`src/rtl/mem_access_unit.sv`:
```
// mem_access_unit: MEM-stage load/store controller bridging the pipeline to a valid/ready data bus.
// Optional feature: define MEM_MISALIGN_TRAP_EN to trap misaligned half/word accesses instead of issuing them.
module mem_access_unit (
    input  logic        clk,
    input  logic        rst,
    input  logic        i_valid,
    input  logic        i_mem_read,
    input  logic        i_mem_write,
    input  logic [2:0]  i_funct3,
    input  logic [31:0] i_alu_result,
    input  logic [31:0] i_rs2_rdata,
    output logic        o_stall,
    output logic        o_load_valid,
    output logic [31:0] o_load_data,
    output logic        o_misalign,
    output logic        o_dmem_valid,
    input  logic        i_dmem_ready,
    output logic [31:0] o_dmem_addr,
    output logic        o_dmem_wen,
    output logic [3:0]  o_dmem_mask,
    output logic [31:0] o_dmem_wdata,
    input  logic        i_dmem_rvalid,
    input  logic [31:0] i_dmem_rdata
);

    typedef enum logic [1:0] {IDLE, REQ, WAIT, DONE} state_t;

    state_t      state_q, state_d;
    logic [31:0] addr_q, addr_d;
    logic [31:0] wdata_q, wdata_d;
    logic [31:0] load_data_q, load_data_d;
    logic [3:0]  mask_q, mask_d;
    logic [2:0]  f3_q, f3_d;
    logic [1:0]  lane_q, lane_d;
    logic        wen_q, wen_d;
    logic        mis_q, mis_d;

    logic        req_byte, req_half, req_mis;
    logic [3:0]  req_mask;
    logic [31:0] req_wdata;
    logic [1:0]  req_lane;
    logic [31:0] rd_shift, rd_ext;

    always_comb begin : req_decode
        req_byte = (i_funct3 == 3'd0) || (i_funct3 == 3'd4);
        req_half = (i_funct3 == 3'd1) || (i_funct3 == 3'd5);
        if (req_byte) begin
            req_mask  = 4'b0001 << i_alu_result[1:0];
            req_wdata = {4{i_rs2_rdata[7:0]}};
            req_lane  = i_alu_result[1:0];
        end else if (req_half) begin
            req_mask  = i_alu_result[1] ? 4'b1100 : 4'b0011;
            req_wdata = {2{i_rs2_rdata[15:0]}};
            req_lane  = {i_alu_result[1], 1'b0};
        end else begin
            req_mask  = 4'b1111;
            req_wdata = i_rs2_rdata;
            req_lane  = 2'b00;
        end
`ifdef MEM_MISALIGN_TRAP_EN
        req_mis = (req_half && i_alu_result[0]) ||
                  (!req_byte && !req_half && (i_alu_result[1:0] != 2'b00));
`else
        req_mis = 1'b0;
`endif
    end

    // The lane is stored pre-aligned to the access size, so one shift serves byte, half and word.
    always_comb begin : load_extend
        rd_shift = i_dmem_rdata >> {lane_q, 3'b000};
        case (f3_q)
            3'd0:    rd_ext = {{24{rd_shift[7]}}, rd_shift[7:0]};
            3'd4:    rd_ext = {24'b0, rd_shift[7:0]};
            3'd1:    rd_ext = {{16{rd_shift[15]}}, rd_shift[15:0]};
            3'd5:    rd_ext = {16'b0, rd_shift[15:0]};
            default: rd_ext = rd_shift;
        endcase
    end

    always_comb begin : fsm_next
        state_d      = state_q;
        addr_d       = addr_q;
        wdata_d      = wdata_q;
        load_data_d  = load_data_q;
        mask_d       = mask_q;
        f3_d         = f3_q;
        lane_d       = lane_q;
        wen_d        = wen_q;
        mis_d        = mis_q;
        o_stall      = 1'b0;
        o_dmem_valid = 1'b0;
        o_load_valid = 1'b0;
        o_misalign   = 1'b0;
        case (state_q)
            IDLE: begin
                if (i_valid && (i_mem_read || i_mem_write)) begin
                    o_stall = 1'b1;
                    addr_d  = {i_alu_result[31:2], 2'b00};
                    wdata_d = req_wdata;
                    mask_d  = req_mask;
                    f3_d    = i_funct3;
                    lane_d  = req_lane;
                    wen_d   = i_mem_write;
                    mis_d   = req_mis;
                    state_d = req_mis ? DONE : REQ;
                end
            end
            REQ: begin
                o_stall      = 1'b1;
                o_dmem_valid = 1'b1;
                if (i_dmem_ready) begin
                    state_d = wen_q ? DONE : WAIT;
                end
            end
            WAIT: begin
                o_stall = 1'b1;
                if (i_dmem_rvalid) begin
                    load_data_d = rd_ext;
                    state_d     = DONE;
                end
            end
            DONE: begin
                o_load_valid = !wen_q && !mis_q;
`ifdef MEM_MISALIGN_TRAP_EN
                o_misalign   = mis_q;
`endif
                state_d      = IDLE;
            end
            default: state_d = IDLE;
        endcase
    end

    always_ff @(posedge clk or negedge rst) begin
        if (!rst) begin
            state_q     <= IDLE;
            addr_q      <= '0;
            wdata_q     <= '0;
            load_data_q <= '0;
            mask_q      <= '0;
            f3_q        <= '0;
            lane_q      <= '0;
            wen_q       <= 1'b0;
            mis_q       <= 1'b0;
        end else begin
            state_q     <= state_d;
            addr_q      <= addr_d;
            wdata_q     <= wdata_d;
            load_data_q <= load_data_d;
            mask_q      <= mask_d;
            f3_q        <= f3_d;
            lane_q      <= lane_d;
            wen_q       <= wen_d;
            mis_q       <= mis_d;
        end
    end

    assign o_dmem_addr  = addr_q;
    assign o_dmem_wen   = wen_q;
    assign o_dmem_mask  = mask_q;
    assign o_dmem_wdata = wdata_q;
    assign o_load_data  = load_data_q;

endmodule
```
`config.mk`:
```
export PLATFORM = sky130hd
export DESIGN_NAME = mem_access_unit
export DESIGN_NICKNAME = d
export VERILOG_FILES = /design/src/rtl/mem_access_unit.sv
export SDC_FILE = /design/constraint.sdc
export NUM_CORES = 1
export LEC_CHECK = 0
export ABC_AREA = 1
export BUFFER_PORTS_ARGS = -buffer_cell sky130_fd_sc_hd__buf_2
export CORE_ASPECT_RATIO = 1.2
export CORE_MARGIN = 2
export CORE_UTILIZATION = 26
export DETAILED_ROUTE_END_ITERATION = 6
export GPL_TIMING_DRIVEN = 1
export HOLD_SLACK_MARGIN = 0.08
export SLEW_MARGIN = 20
export SYNTH_ARGS = -nofsm -noshare
export SYNTH_HDL_FRONTEND = slang
export SYNTH_SLANG_ARGS = --single-unit
```
`constraint.sdc`:
```
create_clock -name clk -period 4.4 [get_ports clk]
set_clock_uncertainty 0.1 [all_clocks]
set_input_delay 0.22 -clock clk [delete_from_list [all_inputs] [get_ports clk]]
set_output_delay 0.22 -clock clk [all_outputs]
set_load 0.01 [all_outputs]
```
==> summary.txt, run 1 <==
Timing
  – Total negative slack: 0 ps
  – Hold slack: ~90 ps
  – Post-layout min period: ~2600 ps
  – RSZ-0062 raised after global routing: no
  – Worst slew margin: 0.290
  – Achievable Freq: 0.392 GHz
  – Final setup fails: 0
  – Final Max Tran Viols: 0
  – Fin crit share: 0.580
  – Final Hold Viols: 0
  – Slew @ Worst Pin: between 1000 and 1500 ps

Placement
  – DP Wirelength: 11.7 mm
  – Cell Area, Placed: 6500 um^2
  – Routability Congestion: 0.821
  – IO Port Bufs: a little over 200

Clocking
  – CTS max path bufs: 2
  – CTS buffer count: 9
  – CTS H-tree depth: 3
  – Setup bufs post-CTS: 0
  – Sink Count: between 100 and 150
  – Clock transition at path regs: about 70 ps
  – Post-CTS sizing: 0
  – CTS tree: done
  – Clock root buffer: clkbuf_16
  – Clock latency on the worst-skew pair: approximately 360 ps

Yosys
  – Post-synthesis xor/xnor area fraction: 0
  – Post-synthesis cell count: ~700
  – Post-synthesis compound-gate area fraction: 0.0757
  – Simple-Gate Fraction of Synth Area: 0.338
  – Synth area leader: dfrtp_1
  – Distinct cell type count of the synthesized netlist: 30
  – Synth Area in Adders: 0.0117
  – EDFF count, synth: 0
  – Yosys top cell area share: 0.497
  – Cell area after synthesis: between 5000 and 6000 um^2
  – Mux cell area share after synthesis: 0
  – Synth Warn #: 0
  – Synth cell count leaders: nand2_1 (297), dfrtp_1 (106), nand3_1 (52)
  – Synth Register Bits: 106
  – Largest family of logic cells by synthesized area: simple AND/OR/NAND/NOR gates
  – Dominant cell by count in the synthesized netlist: nand2_1
  – Main synth FF type: dfrtp_1
  – Share of the yosys chip area belonging to registers: 0.497
  – Syn Area/Cell: 7.69 um^2
  – Ys async rst share: 1.00
  – Synth top area cells: dfrtp_1 (50%), nand2_1 (21%), nand3_1 (4.9%), o21ai_0 (3.9%), inv_1 (3.0%)

Cells and area
  – Fraction of layout cells with a size suffix above 1: 0.280
  – # fillers: approximately 2100
  – Area Growth Syn to Fin: 38.0%
  – Layout net count: 1041
  – Final instance area: ~7400 um^2
  – Ant. Diodes: 0

GRT
  – Pin count of the biggest net entering global routing: a little over 80
  – Number of global-route vias before repair: approximately 5200
  – First-pass GRT wire length: between 20 and 30 mm
  – Grt ovf: 0
  – Initial antenna violation count: 0
  – GRT Overall Usage: 0.159

Detailed routing
  – Vias: 5299
  – WL per Instance: between 10 and 15 um
  – Post-route ant nets: 0
  – DRC: 0
  – DRT Wirelength: 17.0 mm
  – DR iter-0 viols: just under 400
  – DR pass1 iterations: 5
  – Vias per cell: 4.42

Power
  – Total power: a little under 5000 uW
  – Static leakage: 0.00400 uW
  – Logic pwr share: 0.450
  – Switching part of the total: 0.422
  – Clk pwr share: 0.188
  – Net Sw Power: approximately 2100 uW
  – Int Power: 2810 uW
  – Pwr dens: between 600 and 700 nW/um^2
  – Maximum vdd drop: ~0.00027 V
  – Reg power frac: 0.362

Min path
  – Hold/Removal Path Class: in -> reg
  – HP Start: i_rs2_rdata[8]
  – Worst hold stages: 5
  – Worst Hold Endpoint: o_dmem_wdata[24]

Floorplanning
  – Die Height: roughly 160 um
  – Die Span X: 135 um
  – Core Area: ~20000 um^2
  – Die ar.: 21700 um^2
  – Row count: 57
  – I/O pins: approximately 210
  – Initial Utilization: 0.265

Worst setup path
  – Crit end category: output port
  – RR Startpoint: state_q[0]
  – Max FO, Critical Path: 82
  – R2r setup slk: around 2100 ps
  – Number of cells on the worst reg-to-reg path: 6
  – CP Data Arrival Time: roughly 2200 ps
  – Kind of critical path: in -> out
  – Reg2reg end: o_dmem_mask[0]
  – Crit path required time: 4080 ps
  – Startpoint type of the worst setup path: input port

Flow run
  – Maxcap violations: 0

Status
  – Outcome: complete, no violations
-- worst max-delay path, stage by stage --
cell and delay, ps:
dlygate4sd3_1 540, buf_2 140, o21a_1 250, nand2_2 90
buf_4 640, a21oi_1 140, buf_2 190
-- what timing repair did --
item,in CTS,in global routing
hold endpoints to repair,124,0
endpoints found under the setup margin,0,0
hold buffers,53,0
-- state kept, by name, summed over array words and instances (netlist names) --
| signal | cells |
|---|---|
| o_dmem_mask | 4 |
| o_dmem_wdata | 32 |
| o_dmem_wen | 1 |
| lane_q | 2 |
| o_dmem_addr | 30 |
| o_load_data | 32 |
| f3_q | 3 |
| state_q | 2 |
-- routing by layer --
metal | track usage | share of wire
met1 | 0.200 | 0.42
met2 | 0.271 | 0.49
met3 | 0.0304 | 0.072
met4 | 0.0560 | 0.018
met5 | 0 | 0
-- power groups by stage --
stage / combinational, uW / sequential [uW] / clock [uW]
global route: 2480 / 1830 / 976
finish: 2190 / 1760 / 915
CTS: 2230 / 1760 / 943
floorplan: 1240 / 1900 / 0
detailed placement: 2190 / 1770 / 0
global placement: 2150 / 1780 / 0
-- cells in the final DEF (no fill, tap or decap) --
master	instances
nand2_1	296
buf_2	206
dfrtp_1	106
dlygate4sd3_1	53
nand3_1	52
nor2_1	43
inv_1	42
o21ai_0	42
or2_2	16
o21a_1	10
a21oi_1	9
clkbuf_16	9
o211ai_1	7
nand3_2	6
ha_1	5
nand2_2	4
inv_2	4
conb_1	3
inv_6	2
nand2_4	2
nor2_2	2
bufinv_16	2
clkinv_4	2
buf_4	2
nor3_2	1
nand3_4	1
nor2_8	1
a31oi_1	1
nand3b_1	1
a21boi_0	1
o21bai_1	1
clkbuf_1	1
inv_8	1
buf_6	1
-- per-stage QoR --
stage,cells,util,setup WS [ps]
3_3_place_gp,1131,0.322,1880
2_1_floorplan,696,-,2800
5_1_grt,1200,0.365,1640
6_report,1200,0.365,1850
3_5_place_dp,1131,0.322,1810
4_1_cts,1200,0.365,1800
-- worst max path at each step --
stage,startpoint,endpoint,slack [ps],cells past startpoint
final,i_mem_write,o_stall,1850,7
after global routing,state_q[0],o_stall,1640,6
after CTS,state_q[0],o_load_data[16],1800,7
after detailed placement,state_q[0],o_load_data[19],1810,7
after global placement,state_q[0],o_load_data[18],1880,7
after floorplan,state_q[0],o_load_data[20],2800,8
-- final cells by class --
class                      instances  area [um^2]  area share
timing repair buffer             262         1590       0.216
inverter                          47          181      0.0246
clock buffer                      10          229      0.0311
multi-input combinational        504         2290       0.310
tap                              265          332      0.0450
clock inverter                     6         97.6      0.0132
sequential                       106         2650       0.360
-- kinds of logic after synthesis --
kind of cell | Yosys count
AO/OA/AOI/OAI | 71
other | 1
AND/OR/NAND/NOR | 425
flip-flops | 106
buffers and inverters | 86
adder cells (fa/ha/maj) | 5
Note: power is estimated with default switching activity, not from simulation.
==> inputs of run 2 (changes only) <==
- clock period: 4.4 -> 2.1 ns (I/O delays scaled with it)
==> run 2 against run 1 <==
  * Sequential cell count did not move
  * Global-route usage up 0.24 points
  * Worst hold slack worse by 12 ps
  * Combinational power up 130%
  * Critical endpoint unchanged
  * Worst setup slack got worse by 1700 ps
  * Sequential share of layout area fell by 2.1 points
  * Total power increased by 110%
  * Utilization grew 2.2 points
  * Critical path depth decreased by 1
  * Final area up 6.1%
  * Critical path type is now reg -> out
  * Final cell count is 3.9% higher
  * Sequential power increased by 100%
==> summary.txt, run 2 (same netlist as run 1, synthesis figures left out) <==
Floorplanning
  – Row count: 57 (unchanged)
  – Die Height: 161 um (unchanged)
  – Initial Utilization: 0.265 (unchanged)
  – I/O pins: 211 (unchanged)
  – Die Span X: 135 um (unchanged)
  – Core Area: 20200 um^2 (unchanged)
  – Die ar.: 21700 um^2 (unchanged)

Cells and area
  – Fraction of layout cells with a size suffix above 1: 0.278 (-0.00193)
  – Most frequent cells in the layout: nand2_1 (296), buf_2 (206), dfrtp_1 (106)
  – Commonest non-fill, non-tap cell in the layout: nand2_1
  – Layout net count: 1087 (+4.4%)
  – Non-Filler Instances: 1247 (+3.9%)
  – Final instance area: 7820 um^2 (+6.1%)
  – Area Growth Syn to Fin: 46.4%

Worst setup path
  – Worst Setup SP: state_q[0]
  – CP Data Arrival Time: 1740 ps (-490 ps)
  – CP max-delay cell: dfrtp_1
  – Crit end category: output port
  – Critical path's top delay family: buffers and inverters
  – R2r setup slk: 170 ps (-1950 ps)
  – CP Depth: 6 (-1)
  – RR Startpoint: lane_q[1]
  – Kind of critical path: reg -> out
  – Crit path cell chain: inv_1 -> ha_1 -> nand2_2 -> buf_8 -> a21oi_1 -> buf_2
  – Number of cells on the worst reg-to-reg path: 6 (unchanged)
  – Crit path required time: 1890 ps (-2190 ps)
  – CP Capture Point: o_stall
  – Startpoint type of the worst setup path: register
  – Largest stage delay, worst path: 430 ps (-210 ps)
  – WP buf/inv: 3 (-1)
  – Reg2reg end: o_load_data[5]
  – Max FO, Critical Path: 36 (-56%)

Placement
  – Cell count after placement: 1143 (+1.1%)
  – Cell Area, Placed: 6650 um^2 (+2.2%)
  – IO Port Bufs: 207 (unchanged)
  – Routability Congestion: 0.880 (+7.2%)
  – DP Wirelength: 12.1 mm (+3.4%)

Clocking
  – Clock latency on the worst-skew pair: 350 ps (about the same)
  – Sink Count: 106 (unchanged)
  – Setup bufs post-CTS: 0 (unchanged)
  – CTS buffer count: 9 (unchanged)
  – Clock transition at path regs: 80 ps (about the same)
  – CTS H-tree depth: 3 (unchanged)
  – Clock root buffer: clkbuf_16
  – CTS tree: done
  – CTS max path bufs: 2 (unchanged)

GRT
  – Grt ovf: 0 (unchanged)
  – Number of global-route vias before repair: 5402 (+4.6%)
  – First-pass GRT wire length: 27.5 mm (+1.7%)
  – Pin count of the biggest net entering global routing: 47 (-43%)
  – GRT Overall Usage: 0.161 (+0.00239)
  – Initial antenna violation count: 1 (+1)

Power
  – Total power: 10300 uW (+110%)
  – Static leakage: 0.00420 uW (+5.1%)
  – Maximum vdd drop: 0.000576 V (+110%)
  – Pwr dens: 1310 nW/um^2 (+99%)

Timing
  – Achievable Freq: roughly 0.5 GHz
  – Final setup fails: 0 (unchanged)
  – RSZ-0062 raised after global routing: no
  – Total negative slack: 0 ps (unchanged)
  – Worst slew margin: 0.604 (+0.314)
  – Final Hold Viols: 0 (unchanged)
  – Final Max Tran Viols: 0 (unchanged)
  – Fin crit share: 0.928
  – Slew @ Worst Pin: 594 ps (-469 ps)
  – Post-layout min period: 1950 ps

Detailed routing
  – DRC: 0 (unchanged)
  – Post-route ant nets: 0 (unchanged)
  – Vias: 5442 (+2.7%)
  – Vias per cell: 4.36 (-1.2%)
  – WL per Instance: 14.0 um (-1.6%)
  – DR iter-0 viols: 329 (-17%)
  – DRT Wirelength: 17.4 mm (+2.3%)
  – DR pass1 iterations: 5 (unchanged)

Flow run
  – Maxcap violations: 0 (unchanged)

Status
  – Outcome: complete, no violations

Min path
  – Worst hold stages: 3 (-2)
  – Hold/Removal Path Class: in -> reg
run 2: changes by cell type in the layout (fill, tap and decap cells not counted), moves of 2 or more:
cell,delta
buf_12,+4
inv_6,+2
dlygate4sd3_1,+34
bufinv_16,-2
buf_4,+8
run 2: layer usage:
layer,vias up,share of wire,global-route usage
li1,2725,-,-
met1,2501,0.40,0.193
met2,194,0.52,0.286
met3,22,0.061,0.0352
met4,0,0.015,0.0531
met5,-,0,0
run 2: final cells by class:
type / instances / area (um^2)
fill: 2075 / 12400
sequential: 106 / 2650
multi-input combinational: 504 / 2290
timing repair buffer: 308 / 2070
tap: 265 / 332
clock buffer: 10 / 229
inverter: 47 / 181
clock inverter: 6 / 60.1
antenna: 1 / 2.50
run 2: worst min-delay path by stage:
stage	start	end
after global routing	i_funct3[0]	f3_q[0]
after CTS	i_dmem_rdata[7]	o_load_data[7]
final	i_funct3[0]	f3_q[0]
after detailed placement	rst	o_load_data[7]
after floorplan	rst	f3_q[0]
after global placement	rst	o_load_data[15]
run 2: metrics by stage:
step                 util  hold WS, ps  worst slack, ps
floorplan               -         -291              499
global placement    0.329         59.3              430
detailed placement  0.329         57.9              403
CTS                 0.387         82.1             86.8
global route        0.387         98.1             34.3
finish              0.387         75.8              150
run 2: worst reg2reg max path: stages (launching register included):
cell and delay (ps):
dfrtp_1 380, inv_1 230, buf_4 280, nand3_1 90, dlygate4sd3_1 560, o211ai_1 110, nand2_1 70
run 2: power by group:
| group | internal [uW] | switching, uW | total (uW) |
|---|---|---|---|
| Clock | 835 | 853 | 1690 |
| Sequential | 3020 | 569 | 3590 |
| Combinational | 2060 | 2910 | 4980 |
run 2: repair_timing:
item,4_1_cts,5_1_grt
gates resized for setup,1,1
hold buffers,87,0
endpoints found under the setup margin,1,1
cloned,0,0
endpoints found under the hold margin,115,0
pin swaps,0,0
